--- src/rtl/otp_prog_ctrl.sv ---
// Host-side sequencer for the OTP macro: turns one req into the VPP/CS/strobe timing sequence.
// Optional program-verify read-back is enabled with `define OTP_VERIFY_EN (adds vfy_err).
module otp_prog_ctrl #(
    parameter logic [15:0] T_VPP   = 16'd64,
    parameter logic [15:0] T_CS_SU = 16'd320,
    parameter logic [15:0] T_PROG  = 16'd15000,
    parameter logic [15:0] T_READ  = 16'd120,
    parameter logic [15:0] T_HOLD  = 16'd64
) (
    input  logic       CLK,
    input  logic       RST,
    input  logic       req,
    input  logic       wr,
    input  logic [6:0] addr,
    input  logic [7:0] wdata,
    output logic       busy,
    output logic       done,
    output logic [7:0] rdata,
    output logic       VPP,
    output logic       CS,
    output logic       PROG,
    output logic       READ,
    output logic [6:0] ADR,
    output logic [7:0] DIN,
    input  logic [7:0] DO
`ifdef OTP_VERIFY_EN
    ,
    output logic       vfy_err
`endif
);

    typedef enum logic [2:0] {
        S_IDLE, S_VPP_ON, S_CS_SU, S_PULSE, S_STB_HOLD, S_CS_OFF, S_DONE, S_VFY_GAP
    } state_t;

    state_t      r_state;
    logic [15:0] r_cnt;
    logic        r_wr;
    logic        r_busy;
    logic        r_done;
    logic [7:0]  r_rdata;
    logic        r_vpp;
    logic        r_cs;
    logic        r_prog;
    logic        r_read;
    logic [6:0]  r_adr;
    logic [7:0]  r_din;
`ifdef OTP_VERIFY_EN
    logic        r_vfy;
    logic        r_vfy_err;
`endif

    logic [15:0] w_lim;
    logic        w_last;

    // Untimed states use a limit of 0 so the counter simply sits at 0 there.
    always_comb begin
        w_lim = 16'd0;
        case (r_state)
            S_VPP_ON:              w_lim = T_VPP - 16'd1;
            S_CS_SU:               w_lim = T_CS_SU - 16'd1;
            S_PULSE:               w_lim = r_wr ? (T_PROG - 16'd1) : (T_READ - 16'd1);
            S_STB_HOLD, S_CS_OFF:  w_lim = T_HOLD - 16'd1;
            default:               w_lim = 16'd0;
        endcase
    end

    assign w_last = (r_cnt == w_lim);

    always_ff @(posedge CLK or negedge RST) begin
        if (!RST) begin
            r_state   <= S_IDLE;
            r_cnt     <= 16'd0;
            r_wr      <= 1'b0;
            r_busy    <= 1'b0;
            r_done    <= 1'b0;
            r_rdata   <= 8'd0;
            r_vpp     <= 1'b0;
            r_cs      <= 1'b0;
            r_prog    <= 1'b0;
            r_read    <= 1'b0;
            r_adr     <= 7'd0;
            r_din     <= 8'd0;
`ifdef OTP_VERIFY_EN
            r_vfy     <= 1'b0;
            r_vfy_err <= 1'b0;
`endif
        end else begin
            r_done <= 1'b0;
            r_cnt  <= w_last ? 16'd0 : r_cnt + 16'd1;
            case (r_state)
                S_IDLE: begin
                    if (req) begin
                        r_wr    <= wr;
                        r_adr   <= addr;
                        r_din   <= wdata;
                        r_busy  <= 1'b1;
                        r_vpp   <= 1'b1;
                        r_state <= S_VPP_ON;
`ifdef OTP_VERIFY_EN
                        r_vfy   <= 1'b0;
`endif
                    end
                end
                S_VPP_ON: begin
                    if (w_last) begin
                        r_cs    <= 1'b1;
                        r_state <= S_CS_SU;
                    end
                end
                S_CS_SU: begin
                    if (w_last) begin
                        r_prog  <= r_wr;
                        r_read  <= ~r_wr;
                        r_state <= S_PULSE;
                    end
                end
                S_PULSE: begin
                    if (w_last) begin
                        // DO is sampled on the final cycle while READ is still asserted.
                        if (!r_wr) r_rdata <= DO;
                        r_prog  <= 1'b0;
                        r_read  <= 1'b0;
                        r_state <= S_STB_HOLD;
                    end
                end
                S_STB_HOLD: begin
                    if (w_last) begin
                        r_cs    <= 1'b0;
                        r_state <= S_CS_OFF;
                    end
                end
                S_CS_OFF: begin
                    if (w_last) begin
                        r_vpp <= 1'b0;
`ifdef OTP_VERIFY_EN
                        if (r_wr) begin
                            // Program done: re-run the sequence as a read of the same byte.
                            r_wr    <= 1'b0;
                            r_vfy   <= 1'b1;
                            r_state <= S_VFY_GAP;
                        end else begin
                            r_vfy_err <= r_vfy && (r_rdata != r_din);
                            r_done    <= 1'b1;
                            r_state   <= S_DONE;
                        end
`else
                        r_done  <= 1'b1;
                        r_state <= S_DONE;
`endif
                    end
                end
                S_VFY_GAP: begin
                    r_vpp   <= 1'b1;
                    r_state <= S_VPP_ON;
                end
                S_DONE: begin
                    r_busy  <= 1'b0;
                    r_state <= S_IDLE;
                end
                default: r_state <= S_IDLE;
            endcase
        end
    end

    assign busy  = r_busy;
    assign done  = r_done;
    assign rdata = r_rdata;
    assign VPP   = r_vpp;
    assign CS    = r_cs;
    assign PROG  = r_prog;
    assign READ  = r_read;
    assign ADR   = r_adr;
    assign DIN   = r_din;
`ifdef OTP_VERIFY_EN
    assign vfy_err = r_vfy_err;
`endif

`ifndef SYNTHESIS
    initial begin
        if (T_CS_SU < 16'd300)
            $error("otp_prog_ctrl: T_CS_SU=%0d below 300", T_CS_SU);
        if (T_PROG < 16'd10000 || T_PROG > 16'd20000)
            $error("otp_prog_ctrl: T_PROG=%0d outside 10000..20000", T_PROG);
        if (T_READ < 16'd100)
            $error("otp_prog_ctrl: T_READ=%0d below 100", T_READ);
        if (T_HOLD < 16'd50)
            $error("otp_prog_ctrl: T_HOLD=%0d below 50", T_HOLD);
    end
`endif

endmodule

--- config.mk ---
export PLATFORM = sky130hd
export DESIGN_NAME = otp_prog_ctrl
export DESIGN_NICKNAME = d
export VERILOG_FILES = /design/src/rtl/otp_prog_ctrl.sv
export SDC_FILE = /design/constraint.sdc
export NUM_CORES = 1
export LEC_CHECK = 0
export CORE_MARGIN = 1
export CORE_UTILIZATION = 45
export CTS_CLUSTER_SIZE = 24
export DETAILED_ROUTE_END_ITERATION = 10
export PLACE_DENSITY_LB_ADDON = 0.2
export SETUP_SLACK_MARGIN = 0.4
export SKIP_LAST_GASP = 1
export SYNTH_ARGS = -nofsm -noshare
export SYNTH_HDL_FRONTEND = slang
export SYNTH_SLANG_ARGS = --single-unit
--- constraint.sdc ---
create_clock -name CLK -period 2.6 [get_ports CLK]
set_input_delay 0.26 -clock CLK [delete_from_list [all_inputs] [get_ports CLK]]
set_output_delay 0.26 -clock CLK [all_outputs]
set_load 0.02 [all_outputs]
==> results of run 1 <==
through the flow:
| step | power [mW] | worst slack, ns | instances | instance area (um^2) | util [%] |
|---|---|---|---|---|---|
| after floorplan | 0.801 | 0.499 | 192 | 2200 | - |
| after global placement | 0.869 | 0.387 | 313 | 2840 | 60.2 |
| after detailed placement | 0.870 | 0.343 | 313 | 2840 | 60.2 |
| after CTS | 1.30 | 0.404 | 324 | 2960 | 62.6 |
| after global routing | 1.34 | 0.349 | 326 | 2980 | 63.0 |
| final | 1.28 | 0.442 | 326 | 2980 | 63.0 |
per-layer routing:
| metal | up-vias | track usage [%] |
|---|---|---|
| met4 | 0 | 6.75 |
| li1 | 808 | - |
| met3 | 7 | 5.69 |
| met5 | - | 0 |
| met1 | 803 | 24.6 |
| met2 | 53 | 29.5 |
cells in the mapped netlist, types with 3 or more instances:
cell      instances
dfrtp_1          49
mux2_2           26
nor2_1           21
nand2_1          14
nand3_1           8
xnor2_1           8
xor2_1            6
a21oi_1           5
and3_1            5
o21ai_0           5
inv_1             4
nor3_1            4
a31oi_1           3
clkbuf_1          3
nand3b_1          3
nor2b_1           3
o41ai_1           3
worst reg2reg max path, stage by stage (launching register included):
cell       delay [ns]
dfrtp_1          0.42
or4_1            0.51
mux2i_1          0.17
o2111ai_2        0.18
nor3_2           0.23
buf_4            0.19
nand2_2          0.07
mux2_2           0.28
layout make-up:
| cell class | count | share of cell area, % |
|---|---|---|
| tap | 67 | 2.82 |
| inverter | 5 | 0.631 |
| timing repair buffer | 65 | 20.9 |
| multi-input combinational | 132 | 31.5 |
| clock buffer | 6 | 2.44 |
| sequential | 49 | 41.3 |
| clock inverter | 2 | 0.336 |
state kept, by name, summed over array words and instances (netlist names):
| name | cells |
|---|---|
| r_cnt | 16 |
| DIN | 8 |
| rdata | 8 |
| ADR | 7 |
| r_state | 3 |
| CS | 1 |
| PROG | 1 |
| READ | 1 |
| VPP | 1 |
| busy | 1 |
| done | 1 |
| r_wr | 1 |
cells by family (layout without fill, tap and decap cells):
family,after synthesis,in the layout,share of synthesized area [%]
adder cells (fa/ha/maj),1,1,0.568
multiplexers,28,28,14.2
AO/OA/AOI/OAI,23,23,7.05
XOR/XNOR,14,14,5.57
flip-flops,49,49,55.7
AND/OR/NAND/NOR,66,66,14.6
buffers and inverters,11,78,2.33
report_power, final:
group          switching, mW  total [mW]  leakage [nW]  internal (mW)
Sequential           0.00285       0.770         0.639          0.768
Clock                  0.243       0.430        0.0450          0.187
Combinational         0.0321      0.0829         0.654         0.0508
Total                  0.278        1.28          1.34           1.01
path summary, 6_finish.rpt:
check | slack, ns | end | from | depth (start not counted)
max in group asynchronous | 1.39 | r_state[0]$_DFFE_PN0P_ | RST | 3
min in group CLK | 0.48 | r_cnt[15]$_DFF_PN0_ | r_cnt[15]$_DFF_PN0_ | 1
setup / recovery | 0.44 | READ$_DFFE_PN0P_ | r_cnt[13]$_DFF_PN0_ | 7
hold reg to reg | 0.48 | r_cnt[15]$_DFF_PN0_ | r_cnt[15]$_DFF_PN0_ | 1
setup reg to reg | 0.44 | READ$_DFFE_PN0P_ | r_cnt[13]$_DFF_PN0_ | 7
hold / removal | 0.45 | r_cnt[4]$_DFF_PN0_ | RST | 2
timing repair:
item | 4_1_cts | 5_1_grt
setup endpoints to repair | 11 | 13
buffers inserted | 2 | 2
hold endpoints to repair | 22 | 0
hold buffers | 1 | 0
pin swaps | 1 | 0
resized for setup | 1 | 3
==> results.toml, run 1 <==
[floorplanning]
floorplan.initialDensity_pct = 46.6
chipWidth_um = 72.0
floorplan.core_area_um2 = 4720
die_boundary_height_um = 72.0
i_o_pins = 56
core.rowCount = 25
die-area_um2 = 5180

[setup_path]
path_class = "reg2reg"
endpoint_kind = "flop"
start_kind = "flop"
critical_path_s_top_delay_family = "simple AND/OR/NAND/NOR gates"
critPathMaxStageDelay_ns = 0.51
worst_ep_arrival_time_ns = 2.34
cp.buffers_inverters = 1
critical_path.max_fanout = 6
path_cells = "or4_1 -> mux2i_1 -> o2111ai_2 -> nor3_2 -> buf_4 -> nand2_2 -> mux2_2"
worst-endpoint-required_ns = 2.79
slowest_stage = "or4_1"

[yosys]
ys_ff_latch = 49
yosys.area.top_type_share_pct = 55.7
synth.net_count = 220
synth_edf_count = 0
syn_inst = 192
seq_area_frac_synth_pct = 55.7
netlist_area_um2 = 2200
post_synth.cell_area_avg_um2 = 11.5
synthFlopType = "dfrtp_1"
post-synth-top-area-cell = "dfrtp_1"
number_of_warning_messages_in_the_yosys_log = 0
synth_async_sr_flop_share_pct = 100
synthDistinctLibCells = 36
ys_top_cells_by_area = "dfrtp_1 (56%), mux2_2 (13%), nor2_1 (3.6%)"

[timing]
final.min_clock_period_ns = 2.16
slew_headroom_pct = 66.4
hold-worst-slack_ns = 0.454
post-route-period-util_pct = 83.0
setup_total_negative_slack_ns = 0
grt_setup_unrepaired = "true"
worst_clock_skew_ns = 0.00522
maxClockFrequency_ghz = 0.463
finalMaxSlewViolations = 0
worst_pin_slew_ns = 0.504
final-setup-viol-count = 0
timing_hold_violations_final = 0

[clock_network]
bufs_on_longest_clock_path = 2
cts_buf_count = 5
clockRootBuffer = "clkbuf_8"
clkLatencyLatePin_ns = 0.30
cts_sinks = 49
cts_tree = "built"
clk_transition_reported_paths_ns = 0.09
clock_tree.htree_level_count = 2

[routing]
via_count = 1671
avgRoutedWirePerCell_um = 13.6
detailedRoute.firstIterationViolations = 90
maxUsedRoutingLayer = "met4"
met2_wirelength_from_detailed_routing_um = 2090
wl_met1_um = 2010
wl_met3_um = 269
drt.antenna.violating_nets = 0
total_wire_length_after_detailed_routing_um = 4440
drt_pre_antenna_iters = 4
post-route-drc-count = 0
vias_per_cell = 5.13

[cells_and_area]
sequential_cell_area_um2 = 1230
leading_cell_type_in_the_layout_fill_and_taps_excluded = "clkdlybuf4s50_1"
num_antenna_cells = 0
fill_cells = 387
multi_input_area_um2 = 938
final_layout_size_suffix_gt1_share_pct = 19.7
design.final.nets = 286
area_delta_synth_final_pct = 35.1
most_frequent_cells_in_the_layout = "clkdlybuf4s50_1 (54), dfrtp_1 (47), mux2_2 (26), nor2_1 (21), nand2_1 (13)"

[global_routing]
grt_first_pass_wirelength_um = 7470
gr-usage-all-layers_pct = 18.7
grt_max_degree = 28
via_count_of_the_first_global_routing_pass = 1676
grt_antenna_before_repair = 0
grt_overflow = 0

[min_path]
min_path_type = "in2async"

[power]
irDropWorstVdd_mv = 0.383
pwr_density_cell_nw_per_um2 = 431
cellLeakagePower_nw = 1.34

[place]
placement.io_buffers = 55
place_hpwl_um = 3190
gpl.final_weighted_congestion = 0.843

[outcome]
outcome = "completed"

[flow_run]
max_cap_viol_count = 0
No activity file was read; power rests on OpenSTA's default activity.
==> inputs of run 2 (changes only) <==
==> constraint.sdc (replaced) <==
create_clock -name CLK -period 2 [get_ports CLK]
set_input_delay 0.2 -clock CLK [delete_from_list [all_inputs] [get_ports CLK]]
set_output_delay 0.2 -clock CLK [all_outputs]
set_load 0.02 [all_outputs]
==> run 2 against run 1 <==
Effect of this change: the run now ends with setup timing left; register-to-register slack lost 0.51 ns; critical path depth is the same; sequential share of layout area shrank 4.3 points; flip-flop and latch count is the same; worst setup slack lost 0.51 ns; routed wire length grew 15%; maximum frequency grew 4.4%; highest routed layer unchanged.
==> results.toml, run 2 (same netlist as run 1, synthesis figures left out) <==
[timing]
worst_clock_skew_ns = 0.00672
grt_setup_unrepaired = "true"
maxClockFrequency_ghz = 0.484
final.min_clock_period_ns = 2.07
timing.final.ws_setup_ns = -0.0678
finalMaxSlewViolations = 0
worst_pin_slew_ns = 0.454
final-setup-viol-count = 12
post-route-period-util_pct = 103
timing_hold_violations_final = 0
slew_headroom_pct = 69.8

[setup_path]
endpoint_kind = "flop"
start_kind = "flop"
worst-endpoint-required_ns = 2.19
critical_path.max_fanout = 8
path_class = "reg2reg"
worst_ep_arrival_time_ns = 2.26

[global_routing]
grt_antenna_before_repair = 0
grt_overflow = 0
via_count_of_the_first_global_routing_pass = 1886
grt_max_degree = 18
grt_first_pass_wirelength_um = 8650
gr-usage-all-layers_pct = 21.6

[cells_and_area]
regMostFlops = "r_cnt"
design_area_um2 = 3330
final_layout_size_suffix_gt1_share_pct = 30.7
num_antenna_cells = 0
design.final.nets = 310
largest_register_ffs = 16
leading_cell_type_in_the_layout_fill_and_taps_excluded = "clkdlybuf4s50_1"
most_frequent_cells_in_the_layout = "clkdlybuf4s50_1 (54), dfrtp_1 (46), buf_4 (28), nor2_1 (20), mux2_4 (17)"
fill_cells = 372
area_delta_synth_final_pct = 51.1

[floorplanning]
die-area_um2 = 5180
core.rowCount = 25
die_boundary_height_um = 72.0
floorplan.initialDensity_pct = 46.6
i_o_pins = 56
chipWidth_um = 72.0
floorplan.core_area_um2 = 4720

[routing]
drt_pre_antenna_iters = 4
via_count = 1821
avgRoutedWirePerCell_um = 14.7
drt.antenna.violating_nets = 0
total_wire_length_after_detailed_routing_um = 5130
detailedRoute.firstIterationViolations = 98
post-route-drc-count = 0
vias_per_cell = 5.20

[min_path]
min_path_type = "in2async"

[power]
irDropWorstVdd_mv = 0.322
cellLeakagePower_nw = 1.53
pwr_density_cell_nw_per_um2 = 512

[outcome]
failed_checks = "setup timing"
outcome = "complete, but fails checks"

[flow_run]
max_cap_viol_count = 0

[clock_network]
cts_sinks = 49
clkLatencyLatePin_ns = 0.31
clk_transition_reported_paths_ns = 0.09
clock_tree.htree_level_count = 2
bufs_on_longest_clock_path = 2
cts_buf_count = 5
cts_tree = "built"
clockRootBuffer = "clkbuf_8"

[place]
pre_cts_slack_ns = -0.0887
gpl.final_weighted_congestion = 0.807
placement.io_buffers = 55
place_hpwl_um = 3430
placedInstanceArea_um2 = 2990
## run 2: power breakdown
part	internal, mW	total [mW]	switching [mW]	leakage [nW]
Sequential	0.998	1.00	0.00457	0.636
Combinational	0.0704	0.116	0.0460	0.851
Clock	0.247	0.584	0.338	0.0374
Total	1.32	1.70	0.388	1.53
## run 2: worst paths after layout
path                                      from                   end  slack [ns]  depth (start not counted)
hold / removal                             RST      busy$_DFFE_PN0P_        0.33                          2
min in group CLK           r_cnt[15]$_DFF_PN0_   r_cnt[15]$_DFF_PN0_        0.49                          1
setup reg to reg           r_cnt[13]$_DFF_PN0_  rdata[4]$_DFFE_PN0P_       -0.07                          7
setup / recovery           r_cnt[13]$_DFF_PN0_  rdata[4]$_DFFE_PN0P_       -0.07                          7
hold reg to reg            r_cnt[15]$_DFF_PN0_   r_cnt[15]$_DFF_PN0_        0.49                          1
max in group asynchronous                  RST    r_cnt[6]$_DFF_PN0_        1.09                          3
## run 2: per-layer routing
| metal | global-route usage (%) | vias to the layer above | wire length [um] |
|---|---|---|---|
| met5 | 0 | - | 0 |
| met4 | 7.41 | 0 | 62 |
| met3 | 6.67 | 7 | 278 |
| li1 | - | 848 | - |
| met2 | 35.3 | 54 | 2520 |
| met1 | 27.5 | 912 | 2270 |
## run 2: per-stage QoR
| step | setup TNS (ns) | hold slack, ns | cells | utilization, % | total power, mW |
|---|---|---|---|---|---|
| 2_1_floorplan | -0.0316 | -0.0956 | 192 | - | 1.04 |
| 3_3_place_gp | -0.346 | 0.146 | 332 | 63.3 | 1.13 |
| 3_5_place_dp | -0.827 | 0.143 | 332 | 63.3 | 1.13 |
| 4_1_cts | -0.260 | 0.346 | 347 | 69.0 | 1.72 |
| 5_1_grt | -2.79 | 0.370 | 350 | 70.4 | 1.77 |
| 6_report | -0.623 | 0.334 | 350 | 70.4 | 1.70 |
## run 2: critical path, cell delays in order (launching register included)
cell and delay [ns]:
dfrtp_1 0.38, or4_1 0.51, mux2i_1 0.17, o2111ai_2 0.14, nor3_2 0.21, buf_4 0.18, nand2_4 0.09, mux2_2 0.29
## run 2: what timing repair did
item,4_1_cts,5_1_grt
gates cloned,0,0
endpoints found under the hold margin,15,0
gates resized for setup,31,13
pin swaps,3,3
hold buffers,1,0
buffers inserted,6,3
setup endpoints to repair,46,47
## run 2: final cells by class
class	count	area (um^2)	share of cell area (%)
well taps	67	83.8	2.52
repair buffers	89	822	24.7
clock buffers	6	72.6	2.18
clock inverters	2	15.0	0.451
flip-flops and latches	49	1230	37.0
multi-input cells	132	1080	32.6
inverters	5	20.0	0.602
